`src/rtl/mips_ctrl_pkg.sv`:
```
// rtl/mips_ctrl_pkg.sv - shared state, opcode and datapath select encodings for the multicycle MIPS control
package mips_ctrl_pkg;

  typedef enum logic [4:0] {
    S_RESET      = 5'd0,
    S_FETCH      = 5'd1,
    S_FETCH_WAIT = 5'd2,
    S_DECODE     = 5'd3,
    S_R_EXEC     = 5'd4,
    S_R_WB       = 5'd5,
    S_MEM_ADDR   = 5'd6,
    S_MEM_READ   = 5'd7,
    S_MEM_WAIT   = 5'd8,
    S_MEM_WB     = 5'd9,
    S_MEM_WRITE  = 5'd10,
    S_BEQ        = 5'd11,
    S_JUMP       = 5'd12,
    S_ADDI_EXEC  = 5'd13,
    S_ADDI_WB    = 5'd14,
    S_EXC        = 5'd15
  } state_t;

  localparam logic [5:0] OP_RTYPE = 6'h00;
  localparam logic [5:0] OP_LW    = 6'h23;
  localparam logic [5:0] OP_SW    = 6'h2B;
  localparam logic [5:0] OP_BEQ   = 6'h04;
  localparam logic [5:0] OP_J     = 6'h02;
  localparam logic [5:0] OP_ADDI  = 6'h08;

  localparam logic [1:0] SRCA_PC   = 2'b00;
  localparam logic [1:0] SRCA_MDR  = 2'b01;
  localparam logic [1:0] SRCA_REGA = 2'b10;

  localparam logic [1:0] SRCB_REGB    = 2'b00;
  localparam logic [1:0] SRCB_FOUR    = 2'b01;
  localparam logic [1:0] SRCB_IMM     = 2'b10;
  localparam logic [1:0] SRCB_IMM_SH2 = 2'b11;

  localparam logic [1:0] ALUOP_ADD   = 2'b00;
  localparam logic [1:0] ALUOP_SUB   = 2'b01;
  localparam logic [1:0] ALUOP_FUNCT = 2'b10;

  localparam logic [1:0] PCSRC_ALU    = 2'b00;
  localparam logic [1:0] PCSRC_ALUOUT = 2'b01;
  localparam logic [1:0] PCSRC_JUMP   = 2'b10;
  localparam logic [1:0] PCSRC_EXC    = 2'b11;

  typedef struct packed {
    logic       pc_write;
    logic       pc_write_cond;
    logic       ior_d;
    logic       mem_read;
    logic       mem_write;
    logic       ir_write;
    logic       mdr_write;
    logic       ab_write;
    logic       alu_out_write;
    logic       reg_write;
    logic       reg_dst;
    logic       mem_to_reg;
    logic [1:0] alu_src_a;
    logic [1:0] alu_src_b;
    logic [1:0] alu_op;
    logic [1:0] pc_source;
    logic       epc_write;
  } ctrl_t;

endpackage

```
`src/rtl/multicycle_control_fsm_if.sv`:
```
// rtl/multicycle_control_fsm_if.sv - control-to-datapath signal bundle; master is the FSM, slave the datapath
interface multicycle_control_fsm_if #(
  parameter int STATE_W = 5
);
  logic [5:0]         Opcode;
  logic               Zero;
  logic               PCWrite;
  logic               PCWriteCond;
  logic               IorD;
  logic               MemRead;
  logic               MemWrite;
  logic               IRWrite;
  logic               MDRWrite;
  logic               ABWrite;
  logic               ALUOutWrite;
  logic               RegWrite;
  logic               RegDst;
  logic               MemtoReg;
  logic [1:0]         ALUSrcA;
  logic [1:0]         ALUSrcB;
  logic [1:0]         ALUOp;
  logic [1:0]         PCSource;
  logic               EPCWrite;
  logic [STATE_W-1:0] StateOut;

  modport master (
    input  Opcode, Zero,
    output PCWrite, PCWriteCond, IorD, MemRead, MemWrite, IRWrite, MDRWrite, ABWrite,
           ALUOutWrite, RegWrite, RegDst, MemtoReg, ALUSrcA, ALUSrcB, ALUOp, PCSource,
           EPCWrite, StateOut
  );

  modport slave (
    output Opcode, Zero,
    input  PCWrite, PCWriteCond, IorD, MemRead, MemWrite, IRWrite, MDRWrite, ABWrite,
           ALUOutWrite, RegWrite, RegDst, MemtoReg, ALUSrcA, ALUSrcB, ALUOp, PCSource,
           EPCWrite, StateOut
  );
endinterface

```
`src/rtl/multicycle_control_fsm_control_output_decoder.sv`:
```
// rtl/multicycle_control_fsm_control_output_decoder.sv - Moore state -> control vector table (S_EXC row under UNKNOWN_OPCODE_EXC_EN)
module control_output_decoder
  import mips_ctrl_pkg::*;
(
  input  state_t state,
  output ctrl_t  ctrl
);

  always_comb begin
    ctrl = '0;
    case (state)
      S_FETCH: begin
        ctrl.ior_d    = 1'b0;
        ctrl.mem_read = 1'b1;
      end
      S_FETCH_WAIT: begin
        ctrl.mem_read  = 1'b1;
        ctrl.ir_write  = 1'b1;
        ctrl.alu_src_a = SRCA_PC;
        ctrl.alu_src_b = SRCB_FOUR;
        ctrl.alu_op    = ALUOP_ADD;
        ctrl.pc_source = PCSRC_ALU;
        ctrl.pc_write  = 1'b1;
      end
      S_DECODE: begin
        // Branch target is precomputed here so S_BEQ only needs the compare.
        ctrl.ab_write      = 1'b1;
        ctrl.alu_src_a     = SRCA_PC;
        ctrl.alu_src_b     = SRCB_IMM_SH2;
        ctrl.alu_op        = ALUOP_ADD;
        ctrl.alu_out_write = 1'b1;
      end
      S_R_EXEC: begin
        ctrl.alu_src_a     = SRCA_REGA;
        ctrl.alu_src_b     = SRCB_REGB;
        ctrl.alu_op        = ALUOP_FUNCT;
        ctrl.alu_out_write = 1'b1;
      end
      S_R_WB: begin
        ctrl.reg_dst   = 1'b1;
        ctrl.reg_write = 1'b1;
      end
      S_MEM_ADDR, S_ADDI_EXEC: begin
        ctrl.alu_src_a     = SRCA_REGA;
        ctrl.alu_src_b     = SRCB_IMM;
        ctrl.alu_op        = ALUOP_ADD;
        ctrl.alu_out_write = 1'b1;
      end
      S_MEM_READ: begin
        ctrl.ior_d    = 1'b1;
        ctrl.mem_read = 1'b1;
      end
      S_MEM_WAIT: begin
        ctrl.ior_d     = 1'b1;
        ctrl.mem_read  = 1'b1;
        ctrl.mdr_write = 1'b1;
      end
      S_MEM_WB: begin
        ctrl.mem_to_reg = 1'b1;
        ctrl.reg_write  = 1'b1;
      end
      S_MEM_WRITE: begin
        ctrl.ior_d     = 1'b1;
        ctrl.mem_write = 1'b1;
      end
      S_BEQ: begin
        ctrl.alu_src_a     = SRCA_REGA;
        ctrl.alu_src_b     = SRCB_REGB;
        ctrl.alu_op        = ALUOP_SUB;
        ctrl.pc_source     = PCSRC_ALUOUT;
        ctrl.pc_write_cond = 1'b1;
      end
      S_JUMP: begin
        ctrl.pc_source = PCSRC_JUMP;
        ctrl.pc_write  = 1'b1;
      end
      S_ADDI_WB: begin
        ctrl.reg_write = 1'b1;
      end
`ifdef UNKNOWN_OPCODE_EXC_EN
      S_EXC: begin
        ctrl.alu_src_a = SRCA_PC;
        ctrl.alu_src_b = SRCB_FOUR;
        ctrl.alu_op    = ALUOP_SUB;
        ctrl.epc_write = 1'b1;
        ctrl.pc_source = PCSRC_EXC;
        ctrl.pc_write  = 1'b1;
      end
`endif
      default: ctrl = '0;
    endcase
  end

endmodule

```
`src/rtl/multicycle_control_fsm.sv`:
```
// rtl/multicycle_control_fsm.sv - multicycle MIPS control FSM; UNKNOWN_OPCODE_EXC_EN enables the S_EXC trap path
module multicycle_control_fsm
  import mips_ctrl_pkg::*;
#(
  parameter int          STATE_W    = 5,
  parameter logic [31:0] EXC_VECTOR = 32'h0000_0000
) (
  input  logic                      clk,
  input  logic                      reset,
  multicycle_control_fsm_if.master  ctrl_if
);

  state_t state;
  ctrl_t  ctrl;

  always_ff @(posedge clk or posedge reset) begin
    if (reset) begin
      state <= S_RESET;
    end else begin
      case (state)
        S_RESET:      state <= S_FETCH;
        S_FETCH:      state <= S_FETCH_WAIT;
        S_FETCH_WAIT: state <= S_DECODE;
        S_DECODE: begin
          case (ctrl_if.Opcode)
            OP_RTYPE:     state <= S_R_EXEC;
            OP_LW, OP_SW: state <= S_MEM_ADDR;
            OP_BEQ:       state <= S_BEQ;
            OP_J:         state <= S_JUMP;
            OP_ADDI:      state <= S_ADDI_EXEC;
`ifdef UNKNOWN_OPCODE_EXC_EN
            default:      state <= S_EXC;
`else
            default:      state <= S_FETCH;
`endif
          endcase
        end
        S_R_EXEC:    state <= S_R_WB;
        S_MEM_ADDR:  state <= (ctrl_if.Opcode == OP_LW) ? S_MEM_READ : S_MEM_WRITE;
        S_MEM_READ:  state <= S_MEM_WAIT;
        S_MEM_WAIT:  state <= S_MEM_WB;
        S_ADDI_EXEC: state <= S_ADDI_WB;
        S_R_WB, S_MEM_WB, S_MEM_WRITE, S_BEQ, S_JUMP, S_ADDI_WB:
                     state <= S_FETCH;
`ifdef UNKNOWN_OPCODE_EXC_EN
        S_EXC:       state <= S_FETCH;
`endif
        default:     state <= S_RESET;
      endcase
    end
  end

  control_output_decoder u_decoder (
    .state (state),
    .ctrl  (ctrl)
  );

  assign ctrl_if.PCWrite     = ctrl.pc_write;
  assign ctrl_if.PCWriteCond = ctrl.pc_write_cond;
  assign ctrl_if.IorD        = ctrl.ior_d;
  assign ctrl_if.MemRead     = ctrl.mem_read;
  assign ctrl_if.MemWrite    = ctrl.mem_write;
  assign ctrl_if.IRWrite     = ctrl.ir_write;
  assign ctrl_if.MDRWrite    = ctrl.mdr_write;
  assign ctrl_if.ABWrite     = ctrl.ab_write;
  assign ctrl_if.ALUOutWrite = ctrl.alu_out_write;
  assign ctrl_if.RegWrite    = ctrl.reg_write;
  assign ctrl_if.RegDst      = ctrl.reg_dst;
  assign ctrl_if.MemtoReg    = ctrl.mem_to_reg;
  assign ctrl_if.ALUSrcA     = ctrl.alu_src_a;
  assign ctrl_if.ALUSrcB     = ctrl.alu_src_b;
  assign ctrl_if.ALUOp       = ctrl.alu_op;
  assign ctrl_if.PCSource    = ctrl.pc_source;
  assign ctrl_if.EPCWrite    = ctrl.epc_write;
  assign ctrl_if.StateOut    = STATE_W'(state);

endmodule

```
`src/flat_wrapper.sv`:
```
// flat-port wrapper written by rule: the top's interface ports become plain ports
module multicycle_control_fsm_flat import mips_ctrl_pkg::*;
#(
  parameter int          STATE_W    = 5,
  parameter logic [31:0] EXC_VECTOR = 32'h0000_0000
)
  (clk, reset, ctrl_if_Opcode, ctrl_if_Zero, ctrl_if_PCWrite, ctrl_if_PCWriteCond, ctrl_if_IorD, ctrl_if_MemRead, ctrl_if_MemWrite, ctrl_if_IRWrite, ctrl_if_MDRWrite, ctrl_if_ABWrite, ctrl_if_ALUOutWrite, ctrl_if_RegWrite, ctrl_if_RegDst, ctrl_if_MemtoReg, ctrl_if_ALUSrcA, ctrl_if_ALUSrcB, ctrl_if_ALUOp, ctrl_if_PCSource, ctrl_if_EPCWrite, ctrl_if_StateOut);
  multicycle_control_fsm_if #(.STATE_W(STATE_W)) ctrl_if_i ();
  input  logic clk;
  input  logic reset;
  input wire logic [$bits(ctrl_if_i.Opcode)-1:0] ctrl_if_Opcode;
  input wire logic [$bits(ctrl_if_i.Zero)-1:0] ctrl_if_Zero;
  output wire logic [$bits(ctrl_if_i.PCWrite)-1:0] ctrl_if_PCWrite;
  output wire logic [$bits(ctrl_if_i.PCWriteCond)-1:0] ctrl_if_PCWriteCond;
  output wire logic [$bits(ctrl_if_i.IorD)-1:0] ctrl_if_IorD;
  output wire logic [$bits(ctrl_if_i.MemRead)-1:0] ctrl_if_MemRead;
  output wire logic [$bits(ctrl_if_i.MemWrite)-1:0] ctrl_if_MemWrite;
  output wire logic [$bits(ctrl_if_i.IRWrite)-1:0] ctrl_if_IRWrite;
  output wire logic [$bits(ctrl_if_i.MDRWrite)-1:0] ctrl_if_MDRWrite;
  output wire logic [$bits(ctrl_if_i.ABWrite)-1:0] ctrl_if_ABWrite;
  output wire logic [$bits(ctrl_if_i.ALUOutWrite)-1:0] ctrl_if_ALUOutWrite;
  output wire logic [$bits(ctrl_if_i.RegWrite)-1:0] ctrl_if_RegWrite;
  output wire logic [$bits(ctrl_if_i.RegDst)-1:0] ctrl_if_RegDst;
  output wire logic [$bits(ctrl_if_i.MemtoReg)-1:0] ctrl_if_MemtoReg;
  output wire logic [$bits(ctrl_if_i.ALUSrcA)-1:0] ctrl_if_ALUSrcA;
  output wire logic [$bits(ctrl_if_i.ALUSrcB)-1:0] ctrl_if_ALUSrcB;
  output wire logic [$bits(ctrl_if_i.ALUOp)-1:0] ctrl_if_ALUOp;
  output wire logic [$bits(ctrl_if_i.PCSource)-1:0] ctrl_if_PCSource;
  output wire logic [$bits(ctrl_if_i.EPCWrite)-1:0] ctrl_if_EPCWrite;
  output wire logic [$bits(ctrl_if_i.StateOut)-1:0] ctrl_if_StateOut;
  assign ctrl_if_i.Opcode = ctrl_if_Opcode;
  assign ctrl_if_i.Zero = ctrl_if_Zero;
  assign ctrl_if_PCWrite = ctrl_if_i.PCWrite;
  assign ctrl_if_PCWriteCond = ctrl_if_i.PCWriteCond;
  assign ctrl_if_IorD = ctrl_if_i.IorD;
  assign ctrl_if_MemRead = ctrl_if_i.MemRead;
  assign ctrl_if_MemWrite = ctrl_if_i.MemWrite;
  assign ctrl_if_IRWrite = ctrl_if_i.IRWrite;
  assign ctrl_if_MDRWrite = ctrl_if_i.MDRWrite;
  assign ctrl_if_ABWrite = ctrl_if_i.ABWrite;
  assign ctrl_if_ALUOutWrite = ctrl_if_i.ALUOutWrite;
  assign ctrl_if_RegWrite = ctrl_if_i.RegWrite;
  assign ctrl_if_RegDst = ctrl_if_i.RegDst;
  assign ctrl_if_MemtoReg = ctrl_if_i.MemtoReg;
  assign ctrl_if_ALUSrcA = ctrl_if_i.ALUSrcA;
  assign ctrl_if_ALUSrcB = ctrl_if_i.ALUSrcB;
  assign ctrl_if_ALUOp = ctrl_if_i.ALUOp;
  assign ctrl_if_PCSource = ctrl_if_i.PCSource;
  assign ctrl_if_EPCWrite = ctrl_if_i.EPCWrite;
  assign ctrl_if_StateOut = ctrl_if_i.StateOut;
  multicycle_control_fsm #(.STATE_W(STATE_W), .EXC_VECTOR(EXC_VECTOR)) u_core (.clk(clk), .reset(reset), .ctrl_if(ctrl_if_i));
endmodule
```
`config.mk`:
```
export PLATFORM = sky130hd
export DESIGN_NAME = multicycle_control_fsm_flat
export DESIGN_NICKNAME = d
export VERILOG_FILES = /design/src/rtl/mips_ctrl_pkg.sv /design/src/rtl/multicycle_control_fsm_if.sv /design/src/rtl/multicycle_control_fsm_control_output_decoder.sv /design/src/rtl/multicycle_control_fsm.sv /design/src/flat_wrapper.sv
export SDC_FILE = /design/constraint.sdc
export NUM_CORES = 1
export LEC_CHECK = 0
export CORE_AREA = 2 2 44 46
export DETAILED_ROUTE_END_ITERATION = 16
export DIE_AREA = 0 0 46 48
export PLACE_DENSITY_LB_ADDON = 0.2
export SKIP_LAST_GASP = 1
export SYNTH_ARGS = -nofsm -noshare
export SYNTH_HDL_FRONTEND = slang
export SYNTH_SLANG_ARGS = --single-unit
```
`constraint.sdc`:
```
create_clock -name clk -period 1.8 [get_ports clk]
set_clock_uncertainty 0.1 [all_clocks]
set_input_delay 0.36 -clock clk [delete_from_list [all_inputs] [get_ports clk]]
set_output_delay 0.36 -clock clk [all_outputs]
set_load 0.03 [all_outputs]
```
==> results summary, run 1 <==
The sort of element at the start of the critical path is a flop. The ratio of final minimum period to clock period came out at 103%. The standard-cell row count came out at 15. The delay of the slowest cell on the worst path is 0.44 ns. Summed over all layers, the global routing overflow is 0. In the synthesized netlist the dominant register cell turns out to be sky130_fd_sc_hd__dfrtp_1. The number of remaining DRC errors is 0. The number of DRC markers in iteration 0 is 12. The maximum achievable frequency came out at 538 MHz. The sum of buffers and inverters on the critical path came out at 3. The cell family contributing the most delay on the critical path is flip-flops. The setup slack after layout is -0.0592 ns. The weighted congestion at the end of routability-driven global placement is 0.816. The flip-flop count of the largest register, all copies and words added is 4. The first global-routing pass estimated 2.90 mm of wire. Counting cells, the worst reg-to-reg path comes to 5. The max-slew violation total from the final report came out at 0.

The area enclosed by the die boundary came out at 2210 um^2. The cell area after synthesis is 584 um^2. The count of clock tree sinks is 4. The total met2 wirelength after detailed routing came out at 1.19 mm.

The latest clock arrival within the worst-skew pair came out at 0.24 ns. The post-placement worst setup slack is 0.0585 ns. The total area inside the core boundary comes to 1690 um^2.

The maximum clock insertion buffer count came out at 2. The TritonCTS clock tree is built. The clock transition at the registers of the reported paths is 0.05 ns.

The remaining antenna violation count is 0. TritonCTS created 3 clock buffers. The highest signal layer in the routed design is met4. In the synthesized netlist the async set-or-reset flop fraction comes to 100%. The worst setup path is captured at a primary output. The run finished, with violations left. The final setup violation count is 5. The category of the critical setup timing path is flop to primary output. The combined global-route utilization of all metal layers is 18.2%. The switching part of the total power came out at 52.5%. Power comes to 1.78 mW. The number of antenna violations at the first check in global routing came out at 0. The routed length on met3 is 86 um. The number of flip-flops and latches in the synthesized netlist is 4. The final reports fail on negative setup slack. Along the worst path, the maximum fanout reaches 6. Dividing the synthesized area by the synthesized cell count gives 6.96 um^2. The fraction of final layout cells sized beyond drive strength 1 is 54.3%.

Entering global routing, the biggest net connects 12 pins. The total wire length came out at 2.13 mm. After layout, the minimum clock period comes to 1.86 ns. The fraction of post-synthesis cell area in the top cell type by area is 17.1%. The depth of the CTS H-tree came out at 1. For this run, the detailed router's first-pass iteration total came to 4. The leakage power figure came out at 0.552 nW.

The number of different library cells in the post-synthesis netlist is 37. Fill cells in the final layout number 139. Data arrives at the worst endpoint at 1.40 ns. The number of enable flip-flop cells after synthesis came out at 0. Setup slack on the worst reg-to-reg path comes out at 0.26 ns. The register share of total power came out at 11.4%.

The net switching power came out at 932 uW. The via count of the first global-routing pass is 654. The via-per-instance ratio is 5.47. In this run the worst hold path is classified as input pin to asynchronous set/reset pin. The top-level I/O count is 35.

The library cell used most frequently in the layout, excluding fill and tap cells, is sky130_fd_sc_hd__buf_6. The number of nets in the finished design came out at 139. The die extent in x came out at 46 um.

Among the stages of the critical path, the cell type that occurs most often is sky130_fd_sc_hd__buf_6. The total inserted antenna cells came out at 0. The cts-stage hold buffer count came out at 0. Setup repair after global routing could not meet its margin everywhere.

The hold violation total from the final report came to 0. Walking the worst path, the cells encountered are buf_6 > buf_6 > mux2i_1 > a21o_4 > buf_6. Across the run, the number of max-cap violations was 0. The worst register-to-register path ends at u_core.ctrl_if.StateOut[1]$_DFF_PP0_.

The met1 wire length came out at 825 um. The part of the total power dissipated in the clock network came out at 7.1%. The number of buffer cells added on primary ports is 30.

The area growth from synthesis to layout is 102%. Clock tree synthesis selected as its root buffer the cell sky130_fd_sc_hd__clkbuf_4. The startpoint identified for the worst register-to-register timing path is u_core.ctrl_if.StateOut[3]$_DFF_PP0_.

The maximum VDD drop came out at 0.000944 V. The placed wire-length estimate is 1.38 mm. In the layout the commonest cells are 22 x sky130_fd_sc_hd__buf_6, 18 x sky130_fd_sc_hd__buf_4, 7 x sky130_fd_sc_hd__clkdlybuf4s50_1. The synthesized design spends more area on one cell type than any other, namely sky130_fd_sc_hd__dfrtp_1. After technology mapping, the gate count stands at 84.

The final route contains 798 vias. Ranked by total cell area, the synthesized netlist is headed by sky130_fd_sc_hd__dfrtp_1 17%, sky130_fd_sc_hd__buf_4 7.7%, sky130_fd_sc_hd__nor2_1 5.8%, sky130_fd_sc_hd__nor3_1 5.1%, sky130_fd_sc_hd__nand2b_1 4.3%. The combinational power share came out at 81.5%.

In this run the power density over the cells is 1510 nW/um^2. The required time of the critical path is 1.34 ns. The die height came out at 48 um.

The cell internal power dissipation is 845 uW. The effective utilization at floorplan is 34.6%. The cell with the largest stage delay on the worst path is sky130_fd_sc_hd__dfrtp_2. The synthesis warning total is 0. After synthesis, flip-flops and latches occupy 17.1% of the total area. The average wire per cell in the routed design is 14.6 um.
-- worst max path at each step --
stage               cells after the start                              endpoint                                  from  slack, ns
floorplan                               2                      ctrl_if_ALUOp[1]  u_core.ctrl_if.StateOut[0]$_DFF_PP0_      -0.14
global placement                        4  u_core.ctrl_if.StateOut[0]$_DFF_PP0_                     ctrl_if_Opcode[1]       0.08
detailed placement                      4  u_core.ctrl_if.StateOut[0]$_DFF_PP0_                     ctrl_if_Opcode[1]       0.06
CTS                                     4                    ctrl_if_ALUSrcA[1]  u_core.ctrl_if.StateOut[3]$_DFF_PP0_      -0.04
global route                            5                      ctrl_if_RegWrite  u_core.ctrl_if.StateOut[3]$_DFF_PP0_      -0.10
finish                                  5                      ctrl_if_RegWrite  u_core.ctrl_if.StateOut[3]$_DFF_PP0_      -0.06
-- metal layers --
| metal | global-route usage [%] | vias to the layer above |
|---|---|---|
| li1 | - | 392 |
| met1 | 23.2 | 376 |
| met2 | 31.4 | 28 |
| met3 | 4.53 | 2 |
| met4 | 3.43 | 0 |
| met5 | 0 | - |
-- worst reg2reg max path: cells and delay by family (launching register included) --
| kind | cells | cell delay (ns) |
|---|---|---|
| buffers and inverters | 2 | 0.31 |
| DFF | 1 | 0.44 |
| AOI/OAI and AO/OA | 2 | 0.36 |
| and+or+nand+nor | 1 | 0.20 |
-- synth_stat cells, drive strengths merged, types with 2 or more instances --
cell / count
inv: 5
and3b: 2
dfrtp: 4
xor2: 2
nor2: 9
nand2b: 4
o211ai: 2
nand3: 5
and3: 2
nand2: 5
o21ai: 6
buf: 9
a21o: 2
a21oi: 2
nor3: 7
-- final cells by class --
type                       count  area (um^2)  area share, %
tap                           17         21.3           1.80
sequential                     4          105           8.91
multi-input combinational     67          538           45.6
timing repair buffer          49          470           39.9
clock buffer                   4         26.3           2.23
inverter                       5         18.8           1.59
-- power by group through the flow --
stage	Clock [mW]	Sequential [mW]	Combinational, mW
3_5_place_dp	0	0.189	1.11
6_report	0.127	0.202	1.45
4_1_cts	0.131	0.204	1.26
2_1_floorplan	0	0.216	0.726
3_3_place_gp	0	0.186	1.10
5_1_grt	0.151	0.207	1.53
-- cell families after synthesis --
| group | share of synthesized area [%] |
|---|---|
| AOI/OAI and AO/OA | 21.4 |
| buffers and inverters | 15.4 |
| DFF | 17.1 |
| xor gates and xnor gates | 4.50 |
| other | 0.642 |
| and+or+nand+nor | 39.2 |
| muxes | 1.71 |
-- metrics by stage --
| step | std cells | TNS [ns] | hold WS, ns | utilization (%) | instance area (um^2) |
|---|---|---|---|---|---|
| 6_report | 146 | -0.133 | 0.198 | 69.9 | 1180 |
| 4_1_cts | 143 | -0.120 | 0.197 | 61.7 | 1040 |
| 5_1_grt | 146 | -0.894 | 0.211 | 69.9 | 1180 |
| 3_3_place_gp | 132 | 0 | 0.445 | 53.9 | 910 |
| 3_5_place_dp | 132 | 0 | 0.458 | 53.9 | 910 |
| 2_1_floorplan | 86 | -0.435 | 0.0259 | - | 651 |
-- what timing repair did --
action                     4_1_cts  5_1_grt
pin swaps                        3       10
gates resized for setup         17       33
setup endpoints to repair       16       16
setup buffers                    7        3
Power figures use the tool's default switching activity.
==> run 2, diff against run 1 <==
--- a/config.mk
+++ b/config.mk
@@ -5,11 +5,12 @@
 export SDC_FILE = /design/constraint.sdc
 export NUM_CORES = 1
 export LEC_CHECK = 0
-export CORE_AREA = 2 2 44 46
+export CORE_AREA = 2 2 50 52
 export DETAILED_ROUTE_END_ITERATION = 16
-export DIE_AREA = 0 0 46 48
+export DIE_AREA = 0 0 52 54
 export PLACE_DENSITY_LB_ADDON = 0.2
 export SKIP_LAST_GASP = 1
 export SYNTH_ARGS = -nofsm -noshare
 export SYNTH_HDL_FRONTEND = slang
+export SYNTH_HIERARCHICAL = 1
 export SYNTH_SLANG_ARGS = --single-unit
==> run 2 against run 1 <==
Compared with the run above: the flow still finishes with violations (negative setup slack); sequential power decreased by 21%; critical path type unchanged; final cell count increased by 24%; cell area increased by 19%; power decreased by 7.8%; utilization decreased by 9.4 points.
==> results summary, run 2 <==
The setup slack after layout came out at -0.0733 ns (-0.0141 ns). The placed cell count is 169 (+28%). The required time of the critical path is 1.34 ns (about the same).

The number of search-and-repair iterations in the first detailed-routing pass came to 4 (unchanged). The number of vias after detailed routing is 894 (+12%). The leakage power figure came out at 0.594 nW (+7.8%). The top cell types in the final layout, fill and taps aside, are 31 x sky130_fd_sc_hd__buf_4, 13 x sky130_fd_sc_hd__buf_6, 8 x sky130_fd_sc_hd__conb_1, 7 x sky130_fd_sc_hd__clkdlybuf4s50_1, 5 x sky130_fd_sc_hd__inv_1. The max-slew violation total from the final report came out at 0 (unchanged). The largest area contributor in the synthesized netlist is sky130_fd_sc_hd__dfrtp_1. Traced cell by cell, the critical path runs through buf_4 > xor2_2 > nand2b_4 > a21oi_2 > buf_6.

The remaining global-route overflow came to 0 (unchanged). The total inserted antenna cells is 0 (unchanged). The final setup violation count came out at 10 (+5). The fraction of final layout cells sized beyond drive strength 1 came out at 59.6% (+5.3 points). The non-filler instance count after layout came out at 181 (+24%).

The area of the core region was 2320 um^2 (+37%). The count of clock tree sinks is 4 (unchanged). The maximum clock insertion buffer count came out at 2 (unchanged). The number of remaining DRC errors was 0 (unchanged).

The category of the critical setup timing path is flop to primary output. The worst path arrival time came out at 1.41 ns (about the same). Yosys attributes the largest share of cell area to sky130_fd_sc_hd__dfrtp_1 13%, sky130_fd_sc_hd__buf_6 6.1%, sky130_fd_sc_hd__xor2_1 5.9%, sky130_fd_sc_hd__buf_4 5.1%, sky130_fd_sc_hd__nor2_1 5.1%. The flip-flop count of the largest register, all copies and words added was 4 (unchanged). The synthesized instance count was 101 (+20%). The post-synthesis to final-layout area growth is 88.6%.

The via-per-instance ratio came out at 4.94 (-9.6%). The weighted congestion at the end of routability-driven global placement is 0.770 (-5.6%). The layout filler cell count is 218 (+57%).

The clock buffer count from CTS came out at 3 (unchanged). The largest individual stage delay along the critical path comes from the cell sky130_fd_sc_hd__dfrtp_2. The top-level I/O count was 35 (unchanged). The mean instance size in the synthesized netlist was 7.36 um^2 (+5.8%). TritonCTS built the clock tree. The clock root buffer is sky130_fd_sc_hd__clkbuf_4. The cts-stage hold buffer count came out at 0 (unchanged). The number of nets in the finished design came to 161 (+16%). The final instance area came out at 1400 um^2 (+19%). The depth of the CTS H-tree is 1 (unchanged). The run finished, with violations left.

The ratio of final minimum period to clock period came out at 104% (+0.79 points). The worst hold path class is input pin to asynchronous set/reset pin. The latest clock arrival within the worst-skew pair is 0.23 ns (about the same).

Setup repair after global routing could not meet its margin everywhere. The number of DRC markers in iteration 0 is 3 (-9). The post-synthesis sequential area ratio came to 13.5% (-3.7 points). The number of flip-flops and latches in the synthesized netlist came to 4 (unchanged). The maximum VDD drop is 0.000554 V (-41%). The maximum number of pins on one net before global-route repair came to 13 (+1). The checks that failed: negative setup slack. The average wire per cell in the routed design is 12.0 um (-18%). The library cell used most frequently in the layout, excluding fill and tap cells, is sky130_fd_sc_hd__buf_4. The die extent in x came to 52 um (+13%). The wire length of the first global-routing pass came to 3.36 mm (+16%). The placed wire-length estimate is 1.52 mm (+11%). The standard-cell row count came out at 18 (+3). The cell area after synthesis came out at 743 um^2 (+27%). Among all flip-flop cells after synthesis, the most frequent one is sky130_fd_sc_hd__dfrtp_1. The worst hold margin came out at 0.203 ns (+0.00556 ns). The maximum achievable frequency is 534 MHz (-0.75%). The biggest fanout along the worst timing path came out at 6 (unchanged). The remaining antenna violation count came to 0 (unchanged).

The number of enable flip-flop cells after synthesis is 0 (unchanged). Sorting the synthesized cells by how often they occur yields 10 x sky130_fd_sc_hd__nor2_1, 6 x sky130_fd_sc_hd__a21oi_1. The hold violation total from the final report is 0 (unchanged). The sort of element at the start of the critical path is a flop. The number of antenna violations at the first check in global routing is 0 (unchanged). The clock transition at the registers of the reported paths is 0.04 ns (about the same). The reg-to-reg setup timing slack is 0.15 ns (-0.11 ns). The effective utilization at floorplan is 32.0% (-2.6 points).

The die height was 54 um (+13%). The total wire length is 2.16 mm (+1.8%). The share of async-settable or async-resettable flops after synthesis is 100% (unchanged). The area enclosed by the die boundary is 2810 um^2 (+27%). The post-detailed-placement cell area is 1150 um^2 (+26%). STA classifies the critical path endpoint as a primary output.

In the post-synthesis netlist, the cell with the most instances is sky130_fd_sc_hd__nor2_1. The synthesis warning total is 6 (+6). The critical path's top delay family is flip-flops.

The via count of the first global-routing pass came out at 846 (+29%). The max-cap check violation count came out at 0 (unchanged). The number of different library cells in the post-synthesis netlist came out at 42 (+14%).

The delay of the slowest cell on the worst path is 0.43 ns (about the same). The combined global-route utilization of all metal layers was 15.9% (-2.4 points). The fraction of post-synthesis cell area in the top cell type by area is 13.5% (-3.7 points). The total power divided by cell area is 1170 nW/um^2 (-22%).

The number of buffer cells added on primary ports came to 30 (unchanged). The sum of buffers and inverters on the critical path is 2 (-1). The minimum clock period came to 1.87 ns (+0.0141 ns).
[run 2: changes by cell type after synthesis, sizes merged, moves of 3 or more]
| cell | previous run | this run |
|---|---|---|
| a31oi | 0 | 4 |
| nor4 | 1 | 4 |
| nor2b | 0 | 4 |
| nor4b | 0 | 3 |
| xor2 | 2 | 5 |
| buf | 9 | 12 |
| a21oi | 2 | 6 |
| nand3 | 5 | 1 |
[run 2: repair_timing]
action                     4_1_cts  5_1_grt
setup endpoints to repair       17       18
gates resized for setup         19       19
setup buffers                    8        0
pin swaps                        3        3
[run 2: metrics by stage]
stage | setup WS [ns] | total power [mW] | util (%) | TNS (ns)
global route | -0.137 | 1.76 | 60.4 | -1.57
detailed placement | -0.000896 | 1.20 | 49.5 | -0.000896
global placement | 0.0387 | 1.19 | 49.5 | 0
floorplan | -0.109 | 0.936 | - | -0.303
CTS | -0.0670 | 1.55 | 56.4 | -0.346
finish | -0.0733 | 1.64 | 60.4 | -0.426
[run 2: logic make-up (layout without fill, tap and decap cells)]
| group | count (synthesis) | after routing | share of synthesized area (%) |
|---|---|---|---|
| compound gates | 23 | 23 | 20.9 |
| xor+xnor | 6 | 6 | 7.07 |
| flops | 4 | 4 | 13.5 |
| other cells | 2 | 8 | 1.01 |
| simple gates | 49 | 49 | 42.1 |
| buf+inv | 17 | 61 | 15.5 |
[run 2: worst register-to-register path: stages, from the launching register on]
cell                       delay (ns)
sky130_fd_sc_hd__dfrtp_2         0.46
sky130_fd_sc_hd__buf_12          0.16
sky130_fd_sc_hd__buf_4           0.17
sky130_fd_sc_hd__or3_1           0.34
sky130_fd_sc_hd__a21boi_0        0.20
sky130_fd_sc_hd__nor3b_1         0.08
[run 2: final timing paths]
| check | cells after the start | startpoint | endpoint |
|---|---|---|---|
| setup / recovery | 5 | u_core/ctrl_if.StateOut[0]$_DFF_PP0_ | ctrl_if_MemRead |
| hold / removal | 2 | reset | u_core/ctrl_if.StateOut[3]$_DFF_PP0_ |
| setup reg to reg | 5 | u_core/ctrl_if.StateOut[3]$_DFF_PP0_ | u_core/ctrl_if.StateOut[0]$_DFF_PP0_ |
| hold reg to reg | 3 | u_core/ctrl_if.StateOut[2]$_DFF_PP0_ | u_core/ctrl_if.StateOut[3]$_DFF_PP0_ |
| max in group asynchronous | 2 | reset | u_core/ctrl_if.StateOut[1]$_DFF_PP0_ |
| min in group clk | 3 | u_core/ctrl_if.StateOut[2]$_DFF_PP0_ | u_core/ctrl_if.StateOut[3]$_DFF_PP0_ |
[run 2: routing by layer]
| metal | part of all wire, % | track usage, % | up-vias |
|---|---|---|---|
| met4 | 0 | 5.26 | 0 |
| li1 | - | - | 453 |
| met2 | 58 | 32.3 | 20 |
| met5 | 0 | 0 | - |
| met1 | 38 | 15.7 | 421 |
| met3 | 4.1 | 3.33 | 0 |
[run 2: report_power, final]
group	switching (mW)	internal, mW	leakage [nW]
clock network	0.0361	0.0831	0.0150
registers	0.0347	0.125	0.0453
logic	0.747	0.614	0.534
total	0.818	0.821	0.594
[run 2: area by class of cell]
| type | count | area (um^2) | share of cell area [%] |
|---|---|---|---|
| well taps | 30 | 37.5 | 2.68 |
| inverters | 5 | 18.8 | 1.34 |
| flip-flops and latches | 4 | 105 | 7.50 |
| clock buffers | 4 | 26.3 | 1.88 |
| repair buffers | 52 | 469 | 33.5 |
| multi-input cells | 86 | 744 | 53.1 |
